File: config.mk
export PLATFORM = sky130hd
export DESIGN_NAME = led_display_driver_phy
export DESIGN_NICKNAME = d
export VERILOG_FILES = /design/src/rtl/led_display_pkg.sv /design/src/rtl/led_display_driver_phy_bclk_gen.sv /design/src/rtl/led_display_driver_phy.sv
export SDC_FILE = /design/constraint.sdc
export NUM_CORES = 1
export LEC_CHECK = 0
export BUFFER_PORTS_ARGS = -buffer_cell sky130_fd_sc_hd__buf_2
export CORE_MARGIN = 2
export CORE_UTILIZATION = 55
export DETAILED_ROUTE_END_ITERATION = 8
export PLACE_DENSITY = 0.8
export SETUP_SLACK_MARGIN = 0.1
export SYNTH_ARGS = -nofsm -noshare
export SYNTH_HDL_FRONTEND = slang
export SYNTH_SLANG_ARGS = --single-unit
export TNS_END_PERCENT = 10
File: constraint.sdc
create_clock -name clk_in -period 2.5 [get_ports clk_in]
set_input_delay 0.25 -clock clk_in [delete_from_list [all_inputs] [get_ports clk_in]]
set_output_delay 0.25 -clock clk_in [all_outputs]
set_load 0.01 [all_outputs]
File: src/rtl/led_display_pkg.sv
// Shared types, defaults and helpers for the HUB75 LED matrix PHY.
package led_display_pkg;

  localparam int unsigned DEF_SYS_CLK_FREQ   = 100_000_000;
  localparam int unsigned DEF_NUM_ROW_PIXELS = 32;
  localparam int unsigned DEF_NUM_COL_PIXELS = 64;
  localparam int unsigned DEF_BCLK_FREQ      = 25_000_000;

  typedef struct packed {
    logic r;
    logic g;
    logic b;
  } rgb_t;

  typedef enum logic [1:0] {
    IDLE,
    SHIFT,
    BLANK,
    LATCH
  } phy_state_t;

  // System cycles per bclk half-period, never below one.
  function automatic int unsigned calc_half_div(input int unsigned sys_hz,
                                                input int unsigned bclk_hz);
    int unsigned d;
    d = sys_hz / (2 * bclk_hz);
    return (d == 0) ? 1 : d;
  endfunction

endpackage

File: src/rtl/led_display_driver_phy_bclk_gen.sv
// Bit-period counter: registered panel shift clock plus period start/end strobes.
module led_display_bclk_gen #(
  parameter int unsigned HALF_DIV = 2
) (
  input  logic clk_i,
  input  logic n_reset_i,
  input  logic en_i,
  input  logic bclk_en_i,
  output logic bclk_o,
  output logic period_start_o,
  output logic period_end_o
);

  localparam int unsigned PERIOD = 2 * HALF_DIV;
  localparam int unsigned CNT_W  = $clog2(PERIOD);

  logic [CNT_W-1:0] cnt_q, cnt_d;
  logic             bclk_q, bclk_d;

  // bclk is computed from the next count so the flop output lines up with the phase.
  always_comb begin
    period_start_o = en_i && (cnt_q == '0);
    period_end_o   = en_i && (cnt_q == CNT_W'(PERIOD - 1));
    cnt_d          = '0;
    if (en_i && !period_end_o) cnt_d = cnt_q + 1'b1;
    bclk_d = bclk_en_i && (cnt_d >= CNT_W'(HALF_DIV));
  end

  always_ff @(posedge clk_i) begin
    if (!n_reset_i) begin
      cnt_q  <= '0;
      bclk_q <= 1'b0;
    end else begin
      cnt_q  <= cnt_d;
      bclk_q <= bclk_d;
    end
  end

  assign bclk_o = bclk_q;

endmodule

File: src/rtl/led_display_driver_phy.sv
// HUB75 1/16-scan PHY: shifts one row pair out on bclk, blanks, sets the address and latches.
module led_display_driver_phy
  import led_display_pkg::*;
#(
  parameter  int unsigned SYS_CLK_FREQ   = DEF_SYS_CLK_FREQ,
  parameter  int unsigned NUM_ROW_PIXELS = DEF_NUM_ROW_PIXELS,
  parameter  int unsigned NUM_COL_PIXELS = DEF_NUM_COL_PIXELS,
  parameter  int unsigned BCLK_FREQ      = DEF_BCLK_FREQ,
  localparam int unsigned ADDR_W         = $clog2(NUM_ROW_PIXELS / 2)
) (
  input  logic                          clk_in,
  input  logic                          n_reset_in,
  input  logic [3*NUM_COL_PIXELS-1:0]   upper_pixels_in,
  input  logic [3*NUM_COL_PIXELS-1:0]   lower_pixels_in,
  input  logic [ADDR_W-1:0]             row_addr_in,
  input  logic                          row_valid_in,
  output logic                          row_ready_out,
  output logic [2:0]                    rgb_top_out,
  output logic [2:0]                    rgb_bot_out,
  output logic                          bclk_out,
  output logic                          lat_out,
  output logic                          oe_n_out,
  output logic [ADDR_W-1:0]             addr_out
);

  localparam int unsigned HALF_DIV = calc_half_div(SYS_CLK_FREQ, BCLK_FREQ);
  localparam int unsigned PIX_W    = 3 * NUM_COL_PIXELS;
  localparam int unsigned COL_W    = (NUM_COL_PIXELS > 1) ? $clog2(NUM_COL_PIXELS) : 1;

  phy_state_t        state_q;
  logic [PIX_W-1:0]  upper_q, lower_q;
  logic [ADDR_W-1:0] addr_cap_q, addr_q;
  logic [COL_W-1:0]  col_q;
  rgb_t              rgb_top_q, rgb_bot_q;
  logic              lat_q, oe_n_q, ready_q;

  logic accept, last_col, shift_next, busy;
  logic period_start, period_end;

  always_comb begin
    accept     = (state_q == IDLE) && row_valid_in && ready_q;
    last_col   = (col_q == '0);
    busy       = (state_q != IDLE);
    shift_next = accept || ((state_q == SHIFT) && !(period_end && last_col));
  end

  led_display_bclk_gen #(
    .HALF_DIV(HALF_DIV)
  ) u_bclk_gen (
    .clk_i         (clk_in),
    .n_reset_i     (n_reset_in),
    .en_i          (busy),
    .bclk_en_i     (shift_next),
    .bclk_o        (bclk_out),
    .period_start_o(period_start),
    .period_end_o  (period_end)
  );

  // The pixel shift registers advance at period start so the next column sits
  // at the MSBs by the time the period ends and the output registers reload.
  always_ff @(posedge clk_in) begin
    if (!n_reset_in) begin
      state_q    <= IDLE;
      upper_q    <= '0;
      lower_q    <= '0;
      addr_cap_q <= '0;
      addr_q     <= '0;
      col_q      <= '0;
      rgb_top_q  <= '0;
      rgb_bot_q  <= '0;
      lat_q      <= 1'b0;
      oe_n_q     <= 1'b1;
      ready_q    <= 1'b0;
    end else begin
      case (state_q)
        IDLE: begin
          ready_q <= 1'b1;
          if (accept) begin
            ready_q    <= 1'b0;
            upper_q    <= upper_pixels_in;
            lower_q    <= lower_pixels_in;
            addr_cap_q <= row_addr_in;
            col_q      <= COL_W'(NUM_COL_PIXELS - 1);
            rgb_top_q  <= upper_pixels_in[PIX_W-1 -: 3];
            rgb_bot_q  <= lower_pixels_in[PIX_W-1 -: 3];
            state_q    <= SHIFT;
          end
        end
        SHIFT: begin
          if (period_start) begin
            upper_q <= upper_q << 3;
            lower_q <= lower_q << 3;
          end
          if (period_end) begin
            if (last_col) begin
              rgb_top_q <= '0;
              rgb_bot_q <= '0;
              oe_n_q    <= 1'b1;
              state_q   <= BLANK;
            end else begin
              col_q     <= col_q - 1'b1;
              rgb_top_q <= upper_q[PIX_W-1 -: 3];
              rgb_bot_q <= lower_q[PIX_W-1 -: 3];
            end
          end
        end
        BLANK: begin
          if (period_end) begin
            lat_q   <= 1'b1;
            addr_q  <= addr_cap_q;
            state_q <= LATCH;
          end
        end
        LATCH: begin
          if (period_end) begin
            lat_q   <= 1'b0;
            oe_n_q  <= 1'b0;
            ready_q <= 1'b1;
            state_q <= IDLE;
          end
        end
        default: state_q <= IDLE;
      endcase
    end
  end

  assign row_ready_out = ready_q;
  assign rgb_top_out   = rgb_top_q;
  assign rgb_bot_out   = rgb_bot_q;
  assign lat_out       = lat_q;
  assign oe_n_out      = oe_n_q;
  assign addr_out      = addr_q;

endmodule

; ---- After elaboration in Yosys (flattened, before gate mapping)
; Cells that the tools add are included.
[totals]
word_cells = 92
inputBits = 391
register_bits = 412
output_inout_bits = 14
[op_classes]
n_mux = 33
order_cmp = 1
eq_ne = 11
reduce_logical = 28
add_sub_neg = 2
[op_table]
columns = op, n
row1 = two-way mux 192 bit, 4
row2 = case mux 192 bit (2 select lines), 2
row3 = two-way mux 3 bit, 6
row4 = two-way mux 6 bit, 3
row5 = != test 2 bit (second input constant), 7
row6 = two-way mux 2 bit, 6
row7 = case mux 3 bit (2 select lines), 2
row8 = case mux 6 bit (2 select lines), 1
row9 = nonzero test 2 bit, 5
row10 = AND reduction 3 bit, 3
row11 = logical AND 1 bit, 8
row12 = case mux 2 bit (4 select lines), 1
row13 = AND reduction 4 bit, 2
row14 = == test 2 bit (second input constant), 3
row15 = logical NOT 6 bit, 1
row16 = case mux 1 bit (2 select lines), 3
row17 = AND reduction 2 bit, 3
row18 = subtractor 6 x 1 -> 6 bit (second input constant), 1
row19 = two-way mux 1 bit, 5
row20 = AND reduction 5 bit, 1
row21 = logical NOT 2 bit, 2
row22 = adder 2 x 1 -> 2 bit (second input constant), 1
row23 = == test 2 x 1 -> 1 bit (second input constant), 1
row24 = greater-or-equal comparator 2 bit (second input constant), 1
row25 = 2 further kinds, 3

; ---- Logic depth before layout (Yosys ltp)
; Gate-level depths: netlist (run 1).
[logic_depth]
depth_word = 7
ltp_mapped = 10
depth_no_buf = 6

; ---- Cells and area by module
; A second synthesis (run 1) with hierarchy kept.
[hier_totals]
hier_cells = 1869
hier_area_um2 = 19124.6
[by_module_without_submodules]
columns = mod, seq_area_each_um2, cells_per_inst, area_each_um2, n_inst
row1 = led_display_driver_phy, 8187.9, 1856, 18993.2, 1
row2 = led_display_bclk_gen, 60.1, 13, 131.4, 1

; ---- Least setup slack after synthesis (run 1)
; Ideal clock, no wire load.
[synth_timing]
kind = register to register
from = reg state_q[0]
to = reg col_q[3]
arrival_time_ns = 1.673
path_buffers = 1
required_ns = 2.383
path_slack_ns = 0.709
setup_time_ns = 0.117
period_less_slack_ns = 1.791
path_stages_with_launch = 8
cell_sequence = dfxtp_1 > inv_1 > ha_1 > buf_4 > nand3b_1 > o21a_1 > or4_1 > a32o_1
[synth_between]
elab_chain_len = 5
elab_cells_between_ends = 12
classes_between = eq/ne: 4 / mux: 1 / reduce/logical: 7
[synth_rtl]
columns = item, line
row1 = from (decl), led_display_driver_phy.sv:30  ; phy_state_t state_q;
row2 = from (signal assigned), led_display_driver_phy.sv:63  ; state_q <= IDLE;
row3 = from (signal assigned), led_display_driver_phy.sv:86  ; state_q <= SHIFT;
row4 = from (signal assigned), led_display_driver_phy.sv:99  ; state_q <= BLANK;
row5 = logical NOT 2 bit, "led_display_driver_phy.sv:41, led_display_driver_phy.sv:75"
row6 = logical AND 1 bit (2 in a row), led_display_driver_phy.sv:41  ; accept = (state_q == IDLE) && row_valid_in && ready_q;
row7 = != test 2 bit (no source line), -
row8 = AND reduction 4 bit (no source line), -
row9 = to (signal assigned), led_display_driver_phy.sv:83  ; col_q <= COL_W'(NUM_COL_PIXELS - 1);
row10 = to (signal assigned), led_display_driver_phy.sv:101  ; col_q <= col_q - 1'b1;
row11 = to (decl), led_display_driver_phy.sv:33  ; logic [COL_W-1:0] col_q;
; Several ways; a longest one is shown, not always the timed one.
; A chain may end at the register's enable or synchronous reset.

; ---- Worst setup path after layout (run 1)
[layout_timing]
from = reg state_q[0]
to = reg upper_q[112]
[layout_between]
elab_chain_len = 5
elab_cells_between_ends = 11
classes_between = eq/ne: 3 / mux: 1 / reduce/logical: 7
[layout_rtl]
columns = item, line
row1 = logical NOT 2 bit, "led_display_driver_phy.sv:41, led_display_driver_phy.sv:75"
row2 = logical AND 1 bit (2 in a row), led_display_driver_phy.sv:41
row3 = != test 2 bit (no source line), -
row4 = AND reduction 3 bit (no source line), -
row5 = to (signal assigned), led_display_driver_phy.sv:80  ; upper_q <= upper_pixels_in;
row6 = to (signal assigned), led_display_driver_phy.sv:91  ; upper_q <= upper_q << 3;
row7 = to (decl), led_display_driver_phy.sv:31  ; logic [PIX_W-1:0] upper_q, lower_q;
; Several ways; a longest one is shown, not always the timed one.

==> impl_metrics.toml, run 1 <==
[run_status]
status = "completed"

[cts]
cts-root-buf = "clkbuf_16"
tritoncts = "done"
cts_setup_buffers = 0
clock_latency_ns = 0.55
clock_path_buffers = 3
path_clk_slew_ns = 0.06
cts_buffers = 44
htreeDepth = 2
clock-sinks = 412

[logic_synthesis]
synth_cell_types = 39
ys_top_cells_by_area = "dfxtp_1 41%, a211oi_2 23%, mux2i_1 19%"
ys_seq_area_share_pct = 41.0
ys_warn_count = 0
synth_nets = 2258
netlist_area_um2 = 20100
syn_inst = 1858
synth_area_leader_cell = "dfxtp_1"
synth-seq-cells = 412
yosysTopAreaCellShare_pct = 41.0
avgSynthCellArea_um2 = 10.8

[job]
maxCapViolations = 0

[sta]
worst_slew_pin_slew_ns = 1.09
drv_slew = 0
rsz0062_at_grt = "true"
post-route-period-util_pct = 92.6
period_needed_ns = 2.31
clock_skew_ns = 0.00902
setup-tns-final_ns = 0
hold_viol = 0
slew_headroom_pct = 27.1
setup_slack_ns = 0.185
setup_viol_count_final = 0
max_freq_mhz = 432

[pwr]
peakVddDrop_uv = 1260
p_leak_nw = 8.52
power_density_nw_per_um2 = 1290

[placement]
dpl.cell_count = 2587
io_buffers = 404
gp_congestion = 0.832
place_ws_ns = 0.219
place_hpwl_um = 32000

[floorplan]
start_util_pct = 55.4
die-area_um2 = 38100
rows = 70
die_w_um = 195
fp.dieH_um = 195
coreArea_um2 = 36300
io_pins = 405

[final_layout]
multiInputGateArea_um2 = 10700
finish.utilization_pct = 65.4
seq_area_um2 = 8250
fin_cells = 2689
nFillCells = 2808
syn2layout_area_growth_pct = 18.1
layout.nets = 2572
drive_gt1_share_pct = 40.0

[setup_path]
path_class = "flop to flop"
path_cells = "inv_1, ha_1, buf_4, o22ai_4, buf_12, buf_4, nor2_1, a211oi_2"
worstRegToRegCells = 8
critical_path.max_stage_delay_ns = 0.44
r2r_slack_ns = 0.19
worstPathArrival_ns = 2.77
path_common_cell = "buf_4"
critical_path_buf_inv_count = 4
r2r_start = "state_q[0]"
reg2reg_to = "upper_q[112]"
cp_top_family = "buffers and inverters"
startpoint_type = "flop"
cp_slowest_cell = "dfxtp_1"
endpoint_kind = "flop"
required_ns = 2.95
critPathMaxFanout = 29
startpoint = "state_q[0]"

[detailed_routing]
vias = 15005
wirelength_um = 46600
drc = 0
vias_per_cell = 5.58
dr.first_iter.drc_count = 637
drtPass1Iterations = 5
antenna_left = 0
wire_per_inst_um = 17.3

[min_path]
hp-start = "lower_pixels_in[190]"
holdCritPathClass = "input pin to flop"
hold_depth = 3
holdPathEnd = "rgb_bot_out[1]"

[global_route]
grt_usage_pct = 23.7
grt_max_degree = 127
grt_overflow_total = 0
antenna_found_initial = 25
grt_pass1_vias = 14799
grt_pass1_wl_um = 74200
==> logic make-up (layout without fill, tap and decap cells) <==
| group | Yosys count | in the layout | synth area share (%) |
|---|---|---|---|
| simple gates | 435 | 435 | 8.52 |
| compound gates | 429 | 429 | 24.9 |
| flops | 412 | 412 | 41.0 |
| mux | 384 | 384 | 19.1 |
| buf+inv | 189 | 533 | 5.92 |
| fa+ha+maj | 9 | 9 | 0.560 |
| other cells | 0 | 19 | 0 |
==> what timing repair did <==
action | 4_1_cts | 5_1_grt
endpoints found under the hold margin | 7 | 0
endpoints found under the setup margin | 0 | 26
resized for setup | 0 | 2
hold buffers | 7 | 0
==> worst max path at each step <==
stage,to,cells after the start
after global routing,upper_q[147],8
after global placement,upper_q[29],8
after detailed placement,upper_q[112],8
after CTS,upper_q[112],8
final,upper_q[112],8
after floorplan,col_q[3],7
==> synthesized netlist by cell type <==
master     count
buf_2         53
o22ai_1        2
a211oi_1       9
nor2_1       396
inv_1          9
nor2b_1        2
ha_1           9
o21ai_0       14
a221oi_1       6
nand2b_1       1
buf_1          2
o221a_2        1
clkbuf_1      47
clkinv_1       1
nor4_1         2
a211oi_2     370
a21boi_0       1
nor3_1         2
a2bb2oi_1      1
and2_1         1
a32o_1         2
nor3b_1        6
or3b_2         1
nand3b_1       1
mux2i_1      384
dfxtp_1      412
o22a_1         1
buf_6         34
nor4b_1        1
o21a_1         3
a31oi_1        2
nand3_1        5
a221o_1        1
a21oi_1       15
o31ai_1        1
nand2_1       14
buf_4         43
or4_1          2
nand3_4        1
==> final cells by class <==
cell class	instances	share of cell area [%]
multi-input combinational	1257	45.1
sequential	412	34.7
timing repair buffer	447	11.3
clock buffer	67	5.51
tap	468	2.46
clock inverter	9	0.521
antenna	19	0.200
inverter	10	0.190
==> worst reg2reg max path: stages, from the launching register on <==
cell and delay (ns):
dfxtp_1 0.44, inv_1 0.12, ha_1 0.32, buf_4 0.19, o22ai_4 0.22, buf_12 0.26, buf_4 0.35, nor2_1 0.09
a211oi_2 0.23
==> flip-flops by register name (all words and copies together), names as in the netlist <==
signal	cells
addr_out	4
u_bclk_gen.bclk_o	1
state_q	2
rgb_top_out	3
row_ready_out	1
rgb_bot_out	3
addr_cap_q	4
lat_out	1
col_q	6
upper_q	192
lower_q	192
u_bclk_gen.cnt_q	2
oe_n_out	1
==> where the power goes <==
part / internal (mW) / leakage [nW] / switching [mW]
clock network: 3.90 / 0.707 / 2.55
registers: 8.97 / 3.38 / 1.30
logic: 6.07 / 4.43 / 7.98
==> stage by stage <==
step	hold slack [ns]	cell area (um2)	power [mW]
3_5_place_dp	0.451	22200	24.4
2_1_floorplan	0.394	20100	22.4
4_1_cts	0.00959	23700	31.0
5_1_grt	0.0431	23800	32.8
3_3_place_gp	0.446	22200	23.6
6_report	0.0453	23800	30.8
==> layout by cell type, fill, tap and decap left out, types with 3 or more instances in the layout <==
cell type      count
a211oi_1           9
a211oi_2         370
a21oi_1           15
a221oi_1           6
buf_12            23
buf_2            404
buf_4             11
bufinv_16          3
clkbuf_1          12
clkbuf_16         45
clkbuf_8          10
clkinv_2           5
dfxtp_1          412
diode_2           19
dlygate4sd3_1      7
ha_1               8
inv_1              8
mux2i_1          384
nand2_1           14
nand3_1            5
nor2_1           396
nor3b_1            6
o21a_1             3
o21ai_0           14
==> per-layer routing <==
| metal | vias to the layer above | GRT usage [%] | routed length [um] |
|---|---|---|---|
| met4 | 10 | 10.5 | 1450 |
| met3 | 94 | 5.85 | 2790 |
| met2 | 369 | 40.2 | 23100 |
| met1 | 7149 | 28.5 | 19200 |
| met5 | - | 0 | 71 |
| li1 | 7383 | - | - |
Power figures use the tool's default switching activity.
==> run 2: changes to the inputs <==
--- a/config.mk
+++ b/config.mk
@@ -5,11 +5,12 @@
 export SDC_FILE = /design/constraint.sdc
 export NUM_CORES = 1
 export LEC_CHECK = 0
+export ABC_AREA = 1
 export BUFFER_PORTS_ARGS = -buffer_cell sky130_fd_sc_hd__buf_2
 export CORE_MARGIN = 2
 export CORE_UTILIZATION = 55
 export DETAILED_ROUTE_END_ITERATION = 8
-export PLACE_DENSITY = 0.8
+export PLACE_DENSITY = 0.79
 export SETUP_SLACK_MARGIN = 0.1
 export SYNTH_ARGS = -nofsm -noshare
 export SYNTH_HDL_FRONTEND = slang
==> run 2 against run 1 <==
Compared with the run above:
- clock skew increased by 0.0066 ns
- hold slack worse by 0.024 ns
- die area rose by 4.2%
==> impl_metrics.toml, run 2 <==
[run_status]
status = "completed"

[final_layout]
layout_commonest_cell = "nand2_1"
layout_common_cells = "819 x nand2_1, 412 x dfxtp_1, 403 x buf_2"
nFillCells = 3072
final_cell_area_um2 = 24500
layout.nets = 3054
finish.utilization_pct = 65.1
multiInputGateArea_um2 = 10900
drive_gt1_share_pct = 31.2
syn2layout_area_growth_pct = 16.6
fin_cells = 3196
top_regs = "lower_q x192, upper_q x192, col_q x6"
seq_area_um2 = 8250

[sta]
slew_headroom_pct = 44.1
setup_viol_count_final = 0
period_needed_ns = 2.19
worst_slew_pin_slew_ns = 0.838
post-route-period-util_pct = 87.7
fin_hold_ws_ns = 0.0214
hold_viol = 0
max_freq_mhz = 456
clock_skew_ns = 0.0156
setup_slack_ns = 0.307
drv_slew = 0
rsz0062_at_grt = "false"
setup-tns-final_ns = 0

[cts]
clock_path_buffers = 3
clock-sinks = 412
path_clk_slew_ns = 0.06
clock_latency_ns = 0.57
htreeDepth = 2
cts_buffers = 45
tritoncts = "done"
cts-root-buf = "clkbuf_16"

[logic_synthesis]
synth_most_common_cell = "nand2_1"
ys_seq_area_share_pct = 39.3
ys_async_sr_fraction_pct = 0
avgSynthCellArea_um2 = 9.01
yosysTopAreaCellShare_pct = 39.3
ys_top_cells_by_area = "dfxtp_1 39%, o211a_1 18%, nand3_2 15%"
synth-edff-count = 0
synth-seq-cells = 412
synth_area_leader_cell = "dfxtp_1"
ys.flop_type = "dfxtp_1"
synth_nets = 2729
netlist_area_um2 = 21000
syn_inst = 2329
synth_cell_types = 29
synth_commonest_cells = "819 x nand2_1, 412 x dfxtp_1, 374 x o211a_1"
ys_warn_count = 0

[placement]
dpl.cell_count = 3073
gp_congestion = 0.844
io_buffers = 404
place_ws_ns = 0.339
place_hpwl_um = 33600
placed_area_um2 = 22500

[detailed_routing]
drc = 0
wirelength_um = 51400
antenna_left = 0
vias = 17839
drtPass1Iterations = 7
dr.first_iter.drc_count = 1062
vias_per_cell = 5.58
wire_per_inst_um = 16.1

[setup_path]
startpoint = "state_q[0]"
path_class = "flop to flop"
required_ns = 2.95
critPathMaxFanout = 95
critical_path.max_stage_delay_ns = 0.41
cp_slowest_cell = "dfxtp_1"
critical_path_buf_inv_count = 3
cp_top_family = "buffers and inverters"
endpoint_kind = "flop"
startpoint_type = "flop"
r2r_start = "state_q[0]"
cp.depth = 8
worstRegToRegCells = 8
worstPathArrival_ns = 2.64
path_cells = "inv_1, ha_1, nand3_4, nand2_2, nand2_4, clkinv_16, buf_4, o211a_1"

[min_path]
hold_depth = 4
holdCritPathClass = "input pin to flop"
hp-start = "upper_pixels_in[48]"

[pwr]
power_switching_mw = 12.2
p_comb_share_pct = 42.6
total_power_mw = 30.9
p_int_mw = 18.7
p_seq_share_pct = 36.2
clock_power_share_pct = 21.2
switching_share_pct = 39.6
power_density_nw_per_um2 = 1270
p_leak_nw = 12.7
peakVddDrop_uv = 774

[floorplan]
rows = 71
die_w_um = 199
fp.dieH_um = 199
start_util_pct = 55.8
coreArea_um2 = 37600
die-area_um2 = 39700
io_pins = 405

[global_route]
grt_pass1_wl_um = 81500
grt_overflow_total = 0
grt_max_degree = 109
antenna_found_initial = 4
grt_usage_pct = 25.0
grt_pass1_vias = 16832

[job]
maxCapViolations = 0
==> run 2: cell types whose count changed after synthesis, sizes merged, moves of 3 or more <==
cell    delta
mux2i    -384
nand2    +807
nor3b      -6
a211oi   -379
clkbuf    +35
inv       +13
nor2     -373
o211a    +374
nand3    +390
a221oi     -5
a21oi     +20
o21a       -3
==> run 2: worst paths after layout <==
| path | to | slack [ns] |
|---|---|---|
| worst max-delay path | lower_q[18] | 0.31 |
| worst min-delay path | upper_q[48] | 0.02 |
| worst max register to register | lower_q[18] | 0.31 |
| worst min register to register | u_bclk_gen.cnt_q[0] | 0.44 |
==> run 2: cells by family (layout without fill, tap and decap cells) <==
logic type	Yosys count	count (layout)	share of synthesized area, %
and+or+nand+nor	1243	1243	32.2
other	0	3	0
adders and majority gates	9	9	0.537
AOI/OAI and AO/OA	427	427	19.2
DFF	412	412	39.3
buffers and inverters	238	591	8.80
==> run 2: power groups by stage <==
stage	combinational (mW)	clock, mW	sequential [mW]
CTS	13.2	6.70	11.1
global placement	12.6	0	11.1
floorplan	12.5	0	10.8
global route	14.6	6.97	11.5
finish	13.2	6.57	11.2
detailed placement	13.1	0	11.2
==> run 2: timing repair <==
item	in CTS	in global routing
setup buffers	0	0
hold buffers	45	0
setup endpoints to repair	0	0
resized for setup	0	0
hold endpoints to repair	45	0
==> run 2: worst reg2reg max path, stage by stage, from the launching register on <==
cell,delay [ns]
dfxtp_1,0.41
inv_1,0.12
ha_1,0.31
nand3_4,0.14
nand2_2,0.08
nand2_4,0.13
clkinv_16,0.27
buf_4,0.37
o211a_1,0.24
==> run 2: routing by layer <==
metal  vias to the layer above  track usage, %  wire, um
li1                       8692               -         -
met1                      8468            31.9     21900
met2                       559            41.5     24500
met3                       116            5.28      3360
met4                         4            9.29      1600
met5                         -               0        27
==> run 2: final cells by class <==
type                    instances  share of cell area, %
diodes                          3                 0.0307
well taps                     511                   2.61
repair buffers                493                   12.6
inverters                      23                  0.491
clock inverters                 9                  0.404
multi-input cells            1679                   44.6
clock buffers                  66                   5.55
flip-flops and latches        412                   33.7
